--- config.mk ---
export PLATFORM = sky130hd
export DESIGN_NAME = ccd_dmem_writer
export DESIGN_NICKNAME = d
export VERILOG_FILES = /design/src/rtl/ccd_dmem_writer.sv
export SDC_FILE = /design/constraint.sdc
export NUM_CORES = 1
export LEC_CHECK = 0
export ABC_CLOCK_PERIOD_IN_PS = 3600
export BUFFER_PORTS_ARGS = -buffer_cell sky130_fd_sc_hd__buf_2
export CAP_MARGIN = 20
export CORE_UTILIZATION = 38
export DETAILED_ROUTE_END_ITERATION = 8
export PLACE_DENSITY = 0.52
export SLEW_MARGIN = 20
export SYNTH_ARGS = -nofsm -noshare
export SYNTH_HDL_FRONTEND = slang
export SYNTH_SLANG_ARGS = --single-unit
export TNS_END_PERCENT = 50
--- constraint.sdc ---
create_clock -name clk -period 3.6 [get_ports clk]
set_clock_uncertainty 0.15 [all_clocks]
set_input_delay 0.36 -clock clk [delete_from_list [all_inputs] [get_ports clk]]
set_output_delay 0.36 -clock clk [all_outputs]
set_load 0.005 [all_outputs]
--- src/rtl/ccd_dmem_writer.sv ---
// CCD capture packer: gathers 16-bit pixels into 256-bit rows through a ping-pong
// line buffer and writes them to consecutive DMEM port-B rows, yielding to accelerator reads.
module ccd_dmem_writer #(
  parameter logic [6:0] BASE_ADDR = 7'h00,
  parameter int         NUM_ROWS  = 49
) (
  input  logic         clk,
  input  logic         rst_n,
  input  logic         ccd_en,
  input  logic         pix_valid,
  input  logic [15:0]  pix_data,
  input  logic         acc_rd_busy,
  output logic         ccd_dmem_wren,
  output logic [6:0]   ccd_dmem_addr,
  output logic [255:0] ccd_dmem_data,
  output logic         ccd_done,
  output logic         ccd_overflow
);

  typedef enum logic [1:0] {IDLE, CAPTURE, DRAIN, DONE} state_t;

  localparam logic [7:0] ROWS = 8'(NUM_ROWS);

  state_t       state, state_nxt;
  logic [255:0] line_buf [2];
  logic [1:0]   full;
  logic         fill_sel, rd_sel;
  logic [3:0]   pix_idx;
  logic [7:0]   fill_cnt, wr_cnt;
  logic [6:0]   wr_ptr;
  logic         ovf_flag;

  logic running, rows_open, accept, drop, wren, last_write, start, abort;

  always_comb begin
    running    = (state == CAPTURE) || (state == DRAIN);
    start      = (state == IDLE) && ccd_en;
    abort      = running && !ccd_en;
    rows_open  = (state == CAPTURE) && ccd_en && (fill_cnt < ROWS);
    // Full flags are registered: a buffer freed this cycle only takes pixels next cycle.
    accept     = rows_open && pix_valid && !full[fill_sel];
    drop       = rows_open && pix_valid && full[fill_sel];
    wren       = running && ccd_en && full[rd_sel] && !acc_rd_busy;
    last_write = wren && (wr_cnt == ROWS - 8'd1);
  end

  always_ff @(posedge clk) begin
    if (!rst_n) state <= IDLE;
    else        state <= state_nxt;
  end

  always_comb begin
    state_nxt = state;
    case (state)
      IDLE:    if (ccd_en) state_nxt = CAPTURE;
      CAPTURE: begin
        if (!ccd_en)              state_nxt = IDLE;
        else if (last_write)      state_nxt = DONE;
        else if (fill_cnt == ROWS) state_nxt = DRAIN;
      end
      DRAIN: begin
        if (!ccd_en)         state_nxt = IDLE;
        else if (last_write) state_nxt = DONE;
      end
      DONE:    if (!ccd_en) state_nxt = IDLE;
      default: state_nxt = IDLE;
    endcase
  end

  always_comb begin
    ccd_dmem_wren = wren;
    ccd_dmem_addr = wr_ptr;
    ccd_dmem_data = full[rd_sel] ? line_buf[rd_sel] : '0;
    ccd_done      = (state == DONE);
    ccd_overflow  = ovf_flag;
  end

  always_ff @(posedge clk) begin
    if (!rst_n || start) begin
      full     <= 2'b00;
      fill_sel <= 1'b0;
      rd_sel   <= 1'b0;
      pix_idx  <= 4'd0;
      fill_cnt <= 8'd0;
      wr_cnt   <= 8'd0;
      wr_ptr   <= BASE_ADDR;
      ovf_flag <= 1'b0;
    end else if (abort) begin
      full <= 2'b00;
    end else begin
      // Write and fill never target the same buffer: one must be full, the other empty.
      if (wren) begin
        full[rd_sel] <= 1'b0;
        rd_sel       <= ~rd_sel;
        wr_ptr       <= wr_ptr + 7'd1;
        wr_cnt       <= wr_cnt + 8'd1;
      end
      if (accept) begin
        pix_idx <= pix_idx + 4'd1;
        if (pix_idx == 4'd15) begin
          full[fill_sel] <= 1'b1;
          fill_sel       <= ~fill_sel;
          fill_cnt       <= fill_cnt + 8'd1;
        end
      end
      if (drop) ovf_flag <= 1'b1;
    end
  end

  always_ff @(posedge clk) begin
    if (accept) line_buf[fill_sel][{pix_idx, 4'h0} +: 16] <= pix_data;
  end

endmodule
* Word-level counts from Yosys, hierarchy flattened
Memories as Yosys holds them, arrays and structs flattened. A register that Yosys moved wholly into a read port is not among the register bits. Index checks and enable logic that the tools add are counted.
Word-level totals: flip-flop bits (word level) 34, logic and storage cells 90, bits in writable memories 512, memories kept 1
Memory list:
- line_buf | depth 2, width 256, rd ports 1, clocked after Yosys merged registers in 1, write ports 1, line 25 | logic [255:0] line_buf [2];
Cells by class: bitwise operators 6, eq/ne operators 10, add/subtract/negate cells 5, reduce and logical (&&, ||, !) cells 26, order comparisons 5, shift operators 2, multiplexer cells 26
Operators with widths (count):
- $mux W256 | 2
- $shift A16 B10 Y256 const A | 1
- $shiftx A16 B10 Y256 | 1
- $mux W2 | 12
- $add A8 B1 Y8 const B | 2
- $eq A8 B6 Y1 const B | 2
- $logic_and A1 B1 Y1 | 13
- $neg A8 Y10 | 1
- $mux W1 | 9
- $lt A8 B6 Y1 const B | 1
- $pmux W2 S4 | 1
- $add A7 B1 Y7 const B | 1
- $reduce_and A2 Y1 | 3
- $add A4 B1 Y4 const B | 1
- $eq A2 B2 Y1 const B | 2
- $eq A4 B4 Y1 const B | 1
- $logic_not A1 Y1 | 4
- $lt A1 B2 Y1 const B | 2
- $ne A2 B2 Y1 const B | 2
- $ne A4 B3 Y1 const B | 1
- $reduce_and A4 Y1 | 1
- $ne A3 B3 Y1 const B | 1
- $not A1 Y1 | 3
- $reduce_and A3 Y1 | 1
- 9 further kinds | 12

* Logic depth before layout (Yosys ltp)
depth after elaboration 12, gate-level depth with buffers 8, mapped depth without buffers 6

* Least setup slack after synthesis
Ideal clock, no wire load.
path kind register to register, from reg pix_idx[0], to mem line_buf[0][32] (enable), clock period less this slack 2.920 ns, path buffers 3, setup slack 0.680 ns, setup time 0.388 ns, stages on the path, launching flop included 9, required time 3.062 ns, arrival time 2.381 ns, cells stage by stage dfxtp_1 buf_6 inv_1 ha_1 nor2b_1 clkbuf_1 clkbuf_1 o21ai_0 nor2_1
On the way: word-level cells in the longest chain between the ends 3
Ends and longest elaborated chain:
- start, declared | line 28 | logic [3:0] pix_idx;
- start signal, assigned | line 99 | pix_idx <= pix_idx + 4'd1;
- $neg A8 Y10 | line 111 | if (accept) line_buf[fill_sel][{pix_idx, 4'h0} +: 16] <= pix_data;
- $shift A16 B10 Y256 | line 111
- $mux W256 (implied by the code) | line 111
- end, declared | line 25
Every way passes these cells.

* Final worst setup path
from reg rd_sel, to out ccd_dmem_data[15]
On the way: word-level cells in the longest chain between the ends 3
Ends and longest elaborated chain:
- start, declared | line 27 | logic fill_sel, rd_sel;
- start signal, assigned | line 94 | rd_sel <= ~rd_sel;
- $mux W1 (implied by the code) (2 in a row) | line 73 | ccd_dmem_data = full[rd_sel] ? line_buf[rd_sel] : '0;
- $mux W256 | line 73
- end, declared | line 15 | output logic [255:0] ccd_dmem_data,
Every way passes these cells. The select of a mux whose other input is x is not followed.

==> run_results.csv <==
group,metric,value,unit
grt,largest_net_degree_at_the_start_of_global_routing,136,
finish,final_nets,2035,
routing,routed_wirelength,63180,um
critical_path,timing.critical_path.cells,"mux2i_4, buf_12, nor2_1, buf_2",
grt,first_global_vias,13970,
synthesis,cell_types_with_the_largest_area_share_after_synthesis,"sky130_fd_sc_hd__edfxtp_1 66%, sky130_fd_sc_hd__mux2i_1 11%, sky130_fd_sc_hd__nor2_1 6.8%",
power_and_ir_drop,totalPowerFinal,0.01260,W
floorplan,dieWidth,248.9,um
sta,fin_crit_sh,84.36,%
critical_path,reg2regPathDepth,7,
clock_network,tritoncts.num_buffers,58,
critical_path,crit_type,"flop to output port",
synthesis,synthCells,1699,
grt,gr-total-overflow,0,
synthesis,synth.yosys.seq_area_share,69.38,%
routing,ant_nets,0,
critical_path,worst_setup_sp_type,"flop",
finish,final_cell_area,27310,um2
clock_network,post_cts.resized_instances,0,
clock_network,clk_pin_slew,60,ps
power_and_ir_drop,internal-power,0.01001,W
floorplan,start_util,38.46,%
critical_path,worst_path_max_delay_cell,"sky130_fd_sc_hd__dfxtp_1",
power_and_ir_drop,worst_ir_drop_vdd,0.3898,mV
grt,grt_first_pass_wirelength,90380,um
routing,number_of_iterations_in_the_first_detailed_routing_pass,5,
worst_hold_path,hold_path.class,"input port to flop",
critical_path,worstSetupEndpointType,"output port",
clock_network,insertion_delay,600,ps
grt,use_met3,3.772,%
sta,final-hold-violation-count,0,
floorplan,floorplan.die_area,61960,um2
sta,fin_crit,3037,ps
synthesis,number_of_enable_flip_flop_cells_after_synthesis,512,
sta,timing_max_transition_violations_final,0,
placed_design,final_weighted_congestion_in_routability_driven_placement,0.7767,
worst_hold_path,worst_hold_path.num_cells,4,
routing,drt_first_iter_violations,1047,
clock_network,cts_sinks,547,
synthesis,synthesis.yosys.warnings,0,
sta,timing_worst_slew_pin_value,1034,ps
synthesis,netlist-cell-type-count,58,
power_and_ir_drop,combinationalPowerShare,2.0,%
routing,route.detailed.wl_per_inst,22.35,um
clock_network,cts_h_tree_depth,2,
placed_design,preCtsSetupSlack,787.6,ps
synthesis,synthMostInstantiatedCell,"sky130_fd_sc_hd__edfxtp_1",
critical_path,critPathMaxFanout,135,
power_and_ir_drop,switchingPower,0.002591,W
sta,relSlewSlack,30.90,%
synthesis,synth-main-ff-cell,"sky130_fd_sc_hd__edfxtp_1",
clock_network,ctsRootBufferMaster,"sky130_fd_sc_hd__clkbuf_16",
clock_network,tritoncts,"done",
grt,global_route.usage.met1,26.74,%
grt,global_route.usage.total,19.94,%
floorplan,fp.dieH,248.9,um
sta,grt_setup_unrepaired,"false",
power_and_ir_drop,power-per-cell-area,461.5,nW/um2
finish,area_growth,17.86,%
synthesis,flops_latches_synth,547,
placed_design,placement.io_buffers,286,
placed_design,dp.final_hpwl,41360,um
grt,global_route.peak_usage_layer,"met2",
sta,maxClockFrequency,329.3,MHz
run,max_cap_violations,0,
sta,postLayoutSetupSlackWorst,563.0,ps
routing,vias,14210,
clock_network,postCtsSetupBuffers,0,
clock_network,hold_buffers,1,
floorplan,rows,90,
finish,drive_gt1_share,22.70,%
synthesis,synth.cell_area,23170,um2
routing,remaining_drc_errors,0,
critical_path,required,3090,ps
outcome,outcome,"finished clean",
power_and_ir_drop,sw_frac_of_total,20.56,%
synthesis,async_reset_ff_share,0,%
synthesis,yosys.area.top_type_share,66.36,%
clock_network,clk_buf_depth,3,
power_and_ir_drop,power.sequential.fraction,54.6,%
critical_path,cp_data_arrival_time,2530,ps
grt,grt_antenna_before_repair,8,
floorplan,num_io_pins,287,
synthesis,yosys.area.top_type,"sky130_fd_sc_hd__edfxtp_1",
floorplan,core,60250,um2
sta,report.final.setup_viol,0,
sta,tns,0,ps
power_and_ir_drop,cellLeakagePower,9.853,nW
synthesis,synth_top_cells_by_count,"512 x sky130_fd_sc_hd__edfxtp_1, 422 x sky130_fd_sc_hd__nor2_1, 259 x sky130_fd_sc_hd__mux2i_1",
placed_design,detailed_place.area,25580,um2
synthesis,syn-mean-instance-area,13.64,um2
grt,gr-usage-met2,32.73,%
power_and_ir_drop,clockPowerShare,43.4,%
routing,via_per_inst,5.027,
sta,worst_case_hold_slack,43.94,ps
critical_path,cpPeakStageDelay,500,ps
synthesis,postSynthNetCount,1734,
sequential cells by signal, summed over array words and instances, names as in the netlist, named ones only:
name and count:
rd_sel 1, ccd_overflow 1, state 2, wr_cnt 8
fill_cnt 8, ccd_dmem_addr 7, fill_sel 1, pix_idx 4
line_buf 512, full 2
kinds of logic after synthesis:
kind of cell	synth area share, %
multiplexers	11.25
XOR/XNOR	0.3780
AND/OR/NAND/NOR	13.78
buffers and inverters	2.614
flip-flops	69.38
AO/OA/AOI/OAI	1.836
adder cells (fa/ha/maj)	0.7561
critical path: cells and delay by family (launching register included):
kind	cells	cell delay [ps]
buffers and inverters	2	630
AND/OR/NAND/NOR	1	290
multiplexers	1	380
flip-flops	1	500
routing by layer:
| metal | up-vias | share of wire (%) |
|---|---|---|
| met3 | 103 | 5.5 |
| met2 | 398 | 48 |
| met5 | - | 0.043 |
| met4 | 4 | 2.8 |
| li1 | 6678 | - |
| met1 | 7029 | 43 |
cell usage in the layout, fill, tap and decap left out, types with 4 or more instances in the layout:
cell type	instances
sky130_fd_sc_hd__nor2b_1	4
sky130_fd_sc_hd__clkbuf_1	13
sky130_fd_sc_hd__buf_12	7
sky130_fd_sc_hd__buf_4	47
sky130_fd_sc_hd__inv_1	15
sky130_fd_sc_hd__or2_2	5
sky130_fd_sc_hd__edfxtp_1	512
sky130_fd_sc_hd__dfxtp_1	34
sky130_fd_sc_hd__ha_1	14
sky130_fd_sc_hd__nor2_1	422
sky130_fd_sc_hd__o21ai_0	16
sky130_fd_sc_hd__and3_1	35
sky130_fd_sc_hd__nand2_1	53
sky130_fd_sc_hd__clkinv_1	16
sky130_fd_sc_hd__buf_2	286
sky130_fd_sc_hd__or3_1	7
sky130_fd_sc_hd__xor2_1	6
sky130_fd_sc_hd__and2_1	102
sky130_fd_sc_hd__clkbuf_16	58
sky130_fd_sc_hd__nor2_2	18
sky130_fd_sc_hd__mux2i_1	258
sky130_fd_sc_hd__a21oi_1	19
sky130_fd_sc_hd__xnor2_1	4
sky130_fd_sc_hd__nand3_1	11
sky130_fd_sc_hd__nand4_1	8
sky130_fd_sc_hd__clkinv_2	12
stage by stage:
stage	utilization, %	cells
after floorplan	-	1699
after global placement	42.46	2721
after detailed placement	42.46	2721
after CTS	45.32	2826
after global routing	45.32	2826
final	45.33	2827
path summary, 6_finish.rpt:
| check | start | endpoint | slack [ps] |
|---|---|---|---|
| min | pix_valid | ccd_overflow | 40 |
| min reg2reg | ccd_overflow | ccd_overflow | 320 |
| max reg2reg | pix_idx[0] | line_buf[0][25] | 760 |
| max | rd_sel | ccd_dmem_data[15] | 560 |
power by group through the flow:
stage / sequential (W) / clock, W / combinational (W)
after floorplan: 0.00701 / 0 / 0.000126
after global placement: 0.00701 / 0 / 0.000255
after detailed placement: 0.00701 / 0 / 0.000259
after CTS: 0.00688 / 0.00559 / 0.000261
after global routing: 0.00688 / 0.00583 / 0.000277
final: 0.00688 / 0.00547 / 0.000254
cell type report:
class	count	area, um2
sequential	547	16080
tap	782	978.4
antenna	1	2.502
timing repair buffer	341	1934
clock inverter	33	214.0
clock buffer	71	1500
multi-input combinational	1037	6543
inverter	15	56.30
fill	5426	32940
(Power assumes the default switching activity.)
